[src/rtl/sniff_deserializer_if.sv]
// Serial-in / word-out bus of sniff_deserializer.
// OutParity exists only when DESER_PARITY_EN is defined.
interface sniff_deserializer_if #(
    parameter int unsigned WIDTH = 8,
    parameter int unsigned DEPTH = 4
) ();
    localparam int unsigned BW = $clog2(WIDTH + 1);
    localparam int unsigned LW = $clog2(DEPTH + 1);

    logic             DataIn;
    logic             RecordFlag;
    logic [WIDTH-1:0] OutData;
    logic [BW-1:0]    OutBits;
    logic             OutLast;
    logic             OutValid;
    logic             OutReady;
    logic [LW-1:0]    FifoLevel;
    logic             Overflow;
`ifdef DESER_PARITY_EN
    logic             OutParity;
`endif

    modport slave (
        input  DataIn, RecordFlag, OutReady,
        output OutData, OutBits, OutLast, OutValid, FifoLevel, Overflow
`ifdef DESER_PARITY_EN
        , output OutParity
`endif
    );

    modport master (
        output DataIn, RecordFlag, OutReady,
        input  OutData, OutBits, OutLast, OutValid, FifoLevel, Overflow
`ifdef DESER_PARITY_EN
        , input OutParity
`endif
    );
endinterface

[src/rtl/sniff_deserializer.sv]
// Packs sniffer frames MSB-first into WIDTH-bit words and queues them in a FWFT FIFO.
// Define DESER_PARITY_EN to store and present a per-entry OutParity bit.
module sniff_deserializer #(
    parameter int unsigned WIDTH = 8,
    parameter int unsigned DEPTH = 4
) (
    input  logic               CLK,
    input  logic               Reset,
    sniff_deserializer_if.slave bus
);
    localparam int unsigned BW = $clog2(WIDTH + 1);
    localparam int unsigned LW = $clog2(DEPTH + 1);
    localparam int unsigned AW = $clog2(DEPTH);

    typedef struct packed {
        logic [WIDTH-1:0] data;
        logic [BW-1:0]    bits;
        logic             last;
`ifdef DESER_PARITY_EN
        logic             parity;
`endif
    } entry_t;

    typedef enum logic {IDLE, CAPTURE} state_t;

    state_t           state_q, state_d;
    logic [WIDTH-1:0] shreg_q, shreg_d;
    logic [BW-1:0]    cnt_q, cnt_d;
    entry_t           mem_q [DEPTH];
    entry_t           mem_d [DEPTH];
    logic [LW-1:0]    level_q, level_d;
    logic             valid_q, valid_d;
    logic             overflow_q, overflow_d;

    logic             push, pop, full, push_ok;
    entry_t           push_entry;
    logic [WIDTH-1:0] shifted;
    logic [BW-1:0]    cnt_inc;
    logic [AW-1:0]    wr_idx;

    // Capture FSM: builds words and frame tails, at most one push per cycle
    always_comb begin
        state_d    = state_q;
        shreg_d    = shreg_q;
        cnt_d      = cnt_q;
        push       = 1'b0;
        push_entry = '0;
        shifted    = {shreg_q[WIDTH-2:0], bus.DataIn};
        cnt_inc    = cnt_q + BW'(1);
        case (state_q)
            IDLE: begin
                if (bus.RecordFlag) begin
                    shreg_d = WIDTH'(bus.DataIn);
                    cnt_d   = BW'(1);
                    state_d = CAPTURE;
                end
            end
            CAPTURE: begin
                if (bus.RecordFlag) begin
                    if (cnt_inc == BW'(WIDTH)) begin
                        push            = 1'b1;
                        push_entry.data = shifted;
                        push_entry.bits = BW'(WIDTH);
`ifdef DESER_PARITY_EN
                        push_entry.parity = ^shifted;
`endif
                        shreg_d = '0;
                        cnt_d   = '0;
                    end else begin
                        shreg_d = shifted;
                        cnt_d   = cnt_inc;
                    end
                end else begin
                    // Unused low bits are zero, so the shift both aligns and pads; count 0 yields the terminator
                    push            = 1'b1;
                    push_entry.data = shreg_q << (BW'(WIDTH) - cnt_q);
                    push_entry.bits = cnt_q;
                    push_entry.last = 1'b1;
`ifdef DESER_PARITY_EN
                    push_entry.parity = ^shreg_q;
`endif
                    shreg_d = '0;
                    cnt_d   = '0;
                    state_d = IDLE;
                end
            end
            default: state_d = IDLE;
        endcase
    end

    // Shifting queue: slot 0 is always the head, slots at or above the level stay zero
    always_comb begin
        full       = (level_q == LW'(DEPTH));
        pop        = valid_q & bus.OutReady;
        push_ok    = push & (~full | pop);
        overflow_d = overflow_q | (push & full & ~pop);
        wr_idx     = AW'(level_q - LW'(pop));
        mem_d      = mem_q;
        if (pop) begin
            for (int unsigned i = 0; i < DEPTH - 1; i++) begin
                mem_d[i] = mem_q[i+1];
            end
            mem_d[DEPTH-1] = '0;
        end
        if (push_ok) begin
            mem_d[wr_idx] = push_entry;
        end
        level_d = level_q + LW'(push_ok) - LW'(pop);
        valid_d = (level_d != '0);
    end

    always_ff @(posedge CLK) begin
        if (Reset) begin
            state_q    <= IDLE;
            shreg_q    <= '0;
            cnt_q      <= '0;
            level_q    <= '0;
            valid_q    <= 1'b0;
            overflow_q <= 1'b0;
            for (int unsigned i = 0; i < DEPTH; i++) begin
                mem_q[i] <= '0;
            end
        end else begin
            state_q    <= state_d;
            shreg_q    <= shreg_d;
            cnt_q      <= cnt_d;
            level_q    <= level_d;
            valid_q    <= valid_d;
            overflow_q <= overflow_d;
            mem_q      <= mem_d;
        end
    end

    assign bus.OutData   = mem_q[0].data;
    assign bus.OutBits   = mem_q[0].bits;
    assign bus.OutLast   = mem_q[0].last;
    assign bus.OutValid  = valid_q;
    assign bus.FifoLevel = level_q;
    assign bus.Overflow  = overflow_q;
`ifdef DESER_PARITY_EN
    assign bus.OutParity = mem_q[0].parity;
`endif
endmodule

[src/flat_wrapper.sv]
// flat-port wrapper written by rule: the top's interface ports become plain ports
module sniff_deserializer_flat 
#(
    parameter int unsigned WIDTH = 8,
    parameter int unsigned DEPTH = 4
)
  (CLK, Reset, bus_DataIn, bus_RecordFlag, bus_OutReady, bus_OutData, bus_OutBits, bus_OutLast, bus_OutValid, bus_FifoLevel, bus_Overflow);
  sniff_deserializer_if #(.WIDTH(WIDTH), .DEPTH(DEPTH)) bus_i ();
  input  logic CLK;
  input  logic Reset;
  input wire logic [$bits(bus_i.DataIn)-1:0] bus_DataIn;
  input wire logic [$bits(bus_i.RecordFlag)-1:0] bus_RecordFlag;
  input wire logic [$bits(bus_i.OutReady)-1:0] bus_OutReady;
  output wire logic [$bits(bus_i.OutData)-1:0] bus_OutData;
  output wire logic [$bits(bus_i.OutBits)-1:0] bus_OutBits;
  output wire logic [$bits(bus_i.OutLast)-1:0] bus_OutLast;
  output wire logic [$bits(bus_i.OutValid)-1:0] bus_OutValid;
  output wire logic [$bits(bus_i.FifoLevel)-1:0] bus_FifoLevel;
  output wire logic [$bits(bus_i.Overflow)-1:0] bus_Overflow;
  assign bus_i.DataIn = bus_DataIn;
  assign bus_i.RecordFlag = bus_RecordFlag;
  assign bus_i.OutReady = bus_OutReady;
  assign bus_OutData = bus_i.OutData;
  assign bus_OutBits = bus_i.OutBits;
  assign bus_OutLast = bus_i.OutLast;
  assign bus_OutValid = bus_i.OutValid;
  assign bus_FifoLevel = bus_i.FifoLevel;
  assign bus_Overflow = bus_i.Overflow;
  sniff_deserializer #(.WIDTH(WIDTH), .DEPTH(DEPTH)) u_core (.CLK(CLK), .Reset(Reset), .bus(bus_i));
endmodule
[config.mk]
export PLATFORM = sky130hd
export DESIGN_NAME = sniff_deserializer_flat
export DESIGN_NICKNAME = d
export VERILOG_FILES = /design/src/rtl/sniff_deserializer_if.sv /design/src/rtl/sniff_deserializer.sv /design/src/flat_wrapper.sv
export SDC_FILE = /design/constraint.sdc
export NUM_CORES = 1
export LEC_CHECK = 0
export ABC_CLOCK_PERIOD_IN_PS = 4490
export BUFFER_PORTS_ARGS = -buffer_cell sky130_fd_sc_hd__buf_2
export CAP_MARGIN = 20
export CORE_UTILIZATION = 51
export CTS_CLUSTER_SIZE = 24
export DETAILED_ROUTE_END_ITERATION = 7
export GPL_ROUTABILITY_DRIVEN = 0
export PLACE_DENSITY_LB_ADDON = 0.2
export SYNTH_ARGS = -nofsm -noshare
export SYNTH_HDL_FRONTEND = slang
export SYNTH_SLANG_ARGS = --single-unit
export TNS_END_PERCENT = 10
[constraint.sdc]
create_clock -name CLK -period 4.49 [get_ports CLK]
set_input_delay 1.347 -clock CLK [delete_from_list [all_inputs] [get_ports CLK]]
set_output_delay 1.347 -clock CLK [all_outputs]
set_load 0.01 [all_outputs]
==> flow_metrics.env, run 1 <==
export IMPL_status="complete, no violations"
export IMPL_netlist_instances=441
export IMPL_synth_cell_area_um2=3842
export IMPL_synth_area_per_cell_um2=8.713
export IMPL_period_needed_ns=3.276
export IMPL_worstMarginPinSlew_ns=0.9681
export IMPL_yosys_top_cells_area="dfxtp_1, nand2_1, mux2i_1"
export IMPL_yosysSeqAreaShare_pct=36.47
export IMPL_crit_chain="ha_1 > nand4bb_1 > and2_1 > a21boi_2 > nor2b_1 > ha_1 > fa_1 > nor2_1 > a21oi_1"
export IMPL_start_util_pct=52.98
export IMPL_clkSinkCount=70
export IMPL_yosysTopAreaCell="dfxtp_1"
export IMPL_synth_top_flop_cell="dfxtp_1"
export IMPL_crit_fanout=20
export IMPL_report_final_slew_viol_count=0
export IMPL_drive_above_1_share_pct=19.86
export IMPL_io_buffer_count=22
export IMPL_drt_drc_violations_left=0
export IMPL_drtIter0Drc=200
export IMPL_syn_nets=453
export IMPL_p_leak_nw=1.374
export IMPL_dp_hpwl_mm=5.540
export IMPL_fmax_mhz=305.2
export IMPL_grt_pass1_vias=2911
export IMPL_grt_first_pass_wirelength_mm=14.43
export IMPL_crit_slowest_cell="dfxtp_1"
export IMPL_ctsHoldBuffers=0
export IMPL_postRouteAntennaNets=0
export IMPL_min_path_type="flop to flop"
export IMPL_combinationalPowerShare_pct=25.4
export IMPL_syn2layout_area_growth_pct=4.429
export IMPL_wl_mm=8.461
export IMPL_clkPwrFrac_pct=31.2
export IMPL_cp_start_kind="flop"
export IMPL_nNetsFinal=440
export IMPL_die_h_um=88.80
export IMPL_numCtsBuffers=9
export IMPL_antenna_found_initial=0
export IMPL_sw_frac_of_total_pct=32.73
export IMPL_hold_viol=0
export IMPL_floorplan_rows=31
export IMPL_dieArea_um2=7885
export IMPL_cp_arrival_ns=3.49
export IMPL_grt_start_max_net_pins=53
export IMPL_die_w_um=88.80
export IMPL_maxCapViolations=0
export IMPL_ys_ff_latch=70
export IMPL_async_reset_ff_share_pct=0
export IMPL_finalSetupViolations=0
export IMPL_core_um2=7253
export IMPL_clockBufferDepth=2
export IMPL_cts_tree="built"
export IMPL_antenna_cells=0
export IMPL_viasPerCell=5.898
export IMPL_overflow=0
export IMPL_switchingPower_w=0.0005392
export IMPL_clkTransAtPathRegs_ns=0.07
export IMPL_ctsResizeCount=0
export IMPL_fin_worst_skew_ns=0.008738
export IMPL_ios=23
export IMPL_peakVddDrop_v=0.0001773
export IMPL_crit_buf_inv=0
export IMPL_firstDrtPassIters=5
export IMPL_htree_levels=3
export IMPL_path_delay_family="simple AND/OR/NAND/NOR gates"
export IMPL_cts_setup_buffers=0
export IMPL_worstSkewPairLatency_ns=0.34
export IMPL_nFillCells=683
export IMPL_relSlewSlack_pct=35.46
export IMPL_wl_per_cell_um=15.90
export IMPL_rsz0062_at_grt="false"
export IMPL_clockRootBuffer="clkbuf_8"
export IMPL_p_int_w=0.001109
export IMPL_grt_use_total_pct=23.55
export IMPL_ys_types=53
export IMPL_finalCritPeriodShare_pct=72.97
export IMPL_crit_path_max_incr_delay_ns=0.85
export IMPL_r2r_slack_ns=1.21
export IMPL_crit_top_cell="ha_1"
export IMPL_worst_slack_ns=1.214
export IMPL_cp_end_kind="flop"
export IMPL_post_place_ws_ns=1.090
export IMPL_placedCellCount=516
export IMPL_power_density_nw_per_um2=410.6
export IMPL_fin_cells=532
export IMPL_path_class="flop to flop"
export IMPL_sequentialPowerShare_pct=43.4
export IMPL_yosysWarnings=0
export IMPL_crit_required_ns=4.71
export IMPL_routed_via_count=3138
export IMPL_yosys_area_top_type_share_pct=36.47
export IMPL_tns_ns=0
export IMPL_synth_edff_count=0
[layout make-up]
class	count	area, µm²	area share [%]
flip-flops and latches	70	1401	34.92
multi-input cells	312	2117	52.76
clock inverters	5	58.81	1.466
repair buffers	25	132.6	3.305
clock buffers	11	141.4	3.524
inverters	10	37.54	0.9355
well taps	99	123.9	3.087
[per-layer routing]
layer  vias to the layer above  global-route usage (%)  routed length, µm
met5                         -                       0                  0
met4                         0                   7.918                 76
met3                         8                   2.799                332
met2                        75                   35.94               3864
met1                      1513                   34.41               4187
li1                       1542                       -                  -
[cell families after synthesis]
group / after synthesis / share of synthesized area (%)
buffers and inverters: 59 / 8.433
AND/OR/NAND/NOR: 154 / 18.76
multiplexers: 25 / 7.815
AO/OA/AOI/OAI: 121 / 24.91
adder cells (fa/ha/maj): 7 / 2.475
flip-flops: 70 / 36.47
XOR/XNOR: 5 / 1.140
[cells in the mapped netlist (9+ instances only)]
cell,number
a211oi_2,11
clkbuf_1,17
buf_4,14
buf_2,10
nand2_1,63
nor2_1,37
inv_1,9
mux2i_1,21
a21oi_1,35
a31o_2,18
nand3_1,10
a22oi_1,9
a211oi_1,16
dfxtp_1,70
[worst paths after layout]
check	from	endpoint	cells after the start
setup reg to reg	u_core.cnt_q[0]	u_core.bus.OutValid	9
setup / recovery	u_core.cnt_q[0]	u_core.bus.OutValid	9
hold / removal	u_core.bus.Overflow	u_core.bus.Overflow	2
hold reg to reg	u_core.bus.Overflow	u_core.bus.Overflow	2
[flip-flops by register name (all words and copies together), names as in the netlist]
| name | cells |
|---|---|
| u_core.bus.FifoLevel | 3 |
| u_core.bus.OutBits | 4 |
| u_core.bus.OutData | 8 |
| u_core.bus.OutLast | 1 |
| u_core.bus.OutValid | 1 |
| u_core.bus.Overflow | 1 |
| u_core.cnt_q | 4 |
| u_core.mem_q | 39 |
| u_core.shreg_q | 8 |
| u_core.state_q | 1 |
[cell usage in the layout (no fill, tap or decap), types with 2 or more instances in the layout]
| cell | count |
|---|---|
| a211oi_1 | 16 |
| a211oi_2 | 11 |
| a21oi_1 | 35 |
| a22oi_1 | 9 |
| a31o_2 | 18 |
| a31oi_1 | 2 |
| and2_1 | 6 |
| and3_1 | 7 |
| buf_2 | 22 |
| buf_4 | 3 |
| clkbuf_8 | 10 |
| clkinvlp_4 | 2 |
| dfxtp_1 | 70 |
| ha_1 | 6 |
| inv_1 | 9 |
| mux2i_1 | 21 |
| mux4_2 | 4 |
| nand2_1 | 63 |
| nand2b_1 | 2 |
| nand3_1 | 10 |
| nand4b_1 | 4 |
| nor2_1 | 37 |
| nor2b_1 | 5 |
| nor3_1 | 8 |
| nor3b_1 | 2 |
| nor4_1 | 2 |
| o211a_1 | 2 |
| o211ai_4 | 3 |
| o21ai_0 | 7 |
| o21ai_1 | 6 |
| or3_1 | 3 |
| xnor2_1 | 3 |
| xor2_1 | 2 |
[worst min-delay path, cell delays in order (launching register included)]
cell and delay [ns]:
dfxtp_1 0.33, a21oi_1 0.04, nor2_1 0.07
[power groups by stage]
stage / clock network, W / logic [W] / registers (W)
3_5_place_dp: 0 / 0.000419 / 0.000729
4_1_cts: 0.000526 / 0.000420 / 0.000715
3_3_place_gp: 0 / 0.000412 / 0.000728
5_1_grt: 0.000554 / 0.000467 / 0.000726
2_1_floorplan: 0 / 0.000353 / 0.000724
6_report: 0.000514 / 0.000418 / 0.000715
[per-stage QoR]
step           total power, W  hold WS, ns  instance area [µm²]  utilization [%]
6_report             0.001648       0.4679                 4013            55.32
3_3_place_gp         0.001139       0.4543                 3812            52.56
4_1_cts              0.001660       0.4692                 4013            55.32
2_1_floorplan        0.001077       0.4476                 3842                -
3_5_place_dp         0.001148       0.4589                 3812            52.56
5_1_grt              0.001747       0.4836                 4013            55.32
Power figures use the tool's default switching activity.
==> run 2: changes to the inputs <==
--- a/config.mk
+++ b/config.mk
@@ -5,7 +5,7 @@
 export SDC_FILE = /design/constraint.sdc
 export NUM_CORES = 1
 export LEC_CHECK = 0
-export ABC_CLOCK_PERIOD_IN_PS = 4490
+export ABC_CLOCK_PERIOD_IN_PS = 3000
 export BUFFER_PORTS_ARGS = -buffer_cell sky130_fd_sc_hd__buf_2
 export CAP_MARGIN = 20
 export CORE_UTILIZATION = 51
==> constraint.sdc (replaced) <==
create_clock -name CLK -period 3 [get_ports CLK]
set_input_delay 0.9 -clock CLK [delete_from_list [all_inputs] [get_ports CLK]]
set_output_delay 0.9 -clock CLK [all_outputs]
set_load 0.01 [all_outputs]
==> run 2 against run 1 <==
Compared with the run above: hold slack lost 0.00067 ns; via count shrank 0.92%; power grew 49%; critical path type is now input pin to flop; critical endpoint is now u_core.bus.OutData[1]; largest cell class unchanged; largest power group unchanged.
==> flow_metrics.env, run 2 (same netlist as run 1, synthesis figures left out) <==
export IMPL_sw_frac_of_total_pct=32.44
export IMPL_placed_area_um2=3870
export IMPL_combinationalPowerShare_pct=26.3
export IMPL_r2r_start="u_core.cnt_q[1]"
export IMPL_dieArea_um2=7885
export IMPL_p_int_w=0.001661
export IMPL_report_final_slew_viol_count=0
export IMPL_fin_worst_skew_ns=0.005021
export IMPL_grt_use_total_pct=23.15
export IMPL_die_w_um=88.80
export IMPL_io_buffer_count=22
export IMPL_cp_arrival_ns=2.87
export IMPL_status="complete, no violations"
export IMPL_dp_hpwl_mm=5.590
export IMPL_crit_slowest_cell="a211oi_1"
export IMPL_crit_fanout=18
export IMPL_fmax_mhz=382.1
export IMPL_power_density_nw_per_um2=605.9
export IMPL_antenna_cells=0
export IMPL_cts_tree="built"
export IMPL_critical_path_depth=10
export IMPL_grt_pass1_vias=2799
export IMPL_layout_commonest_cell="dfxtp_1"
export IMPL_ios=23
export IMPL_antenna_found_initial=0
export IMPL_syn2layout_area_growth_pct=5.633
export IMPL_crit_required_ns=3.26
export IMPL_clockRootBuffer="clkbuf_8"
export IMPL_floorplan_rows=31
export IMPL_switchingPower_w=0.0007978
export IMPL_hold_viol=0
export IMPL_crit_chain="buf_2 > nand2_1 > clkinv_1 > ha_1 > inv_1 > ha_1 > a211oi_1 > o211ai_4 > and3_1 > a211oi_1"
export IMPL_min_path_type="flop to flop"
export IMPL_drt_drc_violations_left=0
export IMPL_clkPwrFrac_pct=30.6
export IMPL_clkTransAtPathRegs_ns=0.07
export IMPL_r2r_end="u_core.mem_q[21]"
export IMPL_peakVddDrop_v=0.0002651
export IMPL_viasPerCell=5.779
export IMPL_worstMarginPinSlew_ns=0.6775
export IMPL_firstDrtPassIters=4
export IMPL_period_needed_ns=2.617
export IMPL_cts_setup_buffers=0
export IMPL_rsz0062_at_grt="false"
export IMPL_rr_worst_depth=7
export IMPL_path_class="input pin to flop"
export IMPL_r2r_slack_ns=0.41
export IMPL_wl_per_cell_um=15.36
export IMPL_top_register="u_core.mem_q"
export IMPL_tns_ns=0
export IMPL_fin_total_pwr_w=0.002459
export IMPL_routed_via_count=3109
export IMPL_crit_path_max_incr_delay_ns=0.39
export IMPL_nNetsFinal=447
export IMPL_numCtsBuffers=9
export IMPL_largest_reg_flops=39
export IMPL_finalSetupViolations=0
export IMPL_fin_cells=538
export IMPL_grt_start_max_net_pins=41
export IMPL_start_util_pct=52.98
export IMPL_min_to="u_core.mem_q[2]"
export IMPL_overflow=0
export IMPL_finalInstanceArea_um2=4059
export IMPL_grt_first_pass_wirelength_mm=13.97
export IMPL_cp_start_kind="input pin"
export IMPL_layout_common_cells="dfxtp_1, nand2_1, nor2_1"
export IMPL_wl_mm=8.265
export IMPL_clockBufferDepth=2
export IMPL_nFillCells=679
export IMPL_finalCritPeriodShare_pct=87.23
export IMPL_clkSinkCount=70
export IMPL_drive_above_1_share_pct=21.18
export IMPL_cp_end_kind="flop"
export IMPL_placedCellCount=523
export IMPL_worstHoldStart="u_core.mem_q[2]"
export IMPL_drtIter0Drc=186
export IMPL_ctsResizeCount=0
export IMPL_crit_buf_inv=3
export IMPL_worstSkewPairLatency_ns=0.34
export IMPL_path_delay_family="compound AO/OA/AOI/OAI gates"
export IMPL_p_leak_nw=1.409
export IMPL_die_h_um=88.80
export IMPL_hold_depth=2
export IMPL_postRouteAntennaNets=0
export IMPL_htree_levels=3
export IMPL_ctsHoldBuffers=0
export IMPL_sequentialPowerShare_pct=43.1
export IMPL_relSlewSlack_pct=54.67
export IMPL_maxCapViolations=0
export IMPL_core_um2=7253
## run 2: worst min-delay path: stages (launching register included)
cell,delay [ns]
dfxtp_1,0.31
nand3_1,0.06
a21oi_1,0.05
## run 2: metrics by stage
stage               setup slack, ns  hold WS [ns]  utilization, %
finish                       0.3832        0.4672           55.96
global route                 0.1684        0.4963           55.96
CTS                          0.3601        0.4688           55.96
detailed placement         -0.01262        0.4594           53.36
global placement             0.1158        0.4549           53.36
floorplan                   0.03088        0.4476               -
## run 2: worst max-delay path by stage
| stage | startpoint | end |
|---|---|---|
| 6_report | bus_OutReady | u_core.bus.OutData[1] |
| 5_1_grt | u_core.cnt_q[1] | u_core.bus.OutData[3] |
| 4_1_cts | bus_OutReady | u_core.bus.OutData[1] |
| 3_5_place_dp | bus_OutReady | u_core.bus.OutData[1] |
| 3_3_place_gp | bus_OutReady | u_core.bus.OutData[1] |
| 2_1_floorplan | bus_OutReady | u_core.bus.OutLast |
## run 2: final cells by class
cell class,count,area [µm²],share of cell area [%]
sequential,70,1401,34.53
inverter,10,37.54,0.9248
timing repair buffer,32,185.2,4.562
clock buffer,11,141.4,3.483
multi-input combinational,312,2122,52.28
tap,99,123.9,3.052
clock inverter,4,47.55,1.171
## run 2: per-layer routing
metal,global-route usage (%),part of all wire [%],vias up
met3,4.198,4.8,2
met5,0,0,-
met4,8.211,0.44,0
met1,33.74,51,1487
li1,-,-,1551
met2,34.13,44,69
## run 2: power by group through the flow
stage                     Clock (W)  Sequential (W)  Combinational (W)
after floorplan                   0         0.00108           0.000536
after global placement            0         0.00108           0.000641
after detailed placement          0         0.00108           0.000650
after CTS                  0.000764         0.00106           0.000652
after global routing       0.000809         0.00107           0.000719
final                      0.000752         0.00106           0.000647
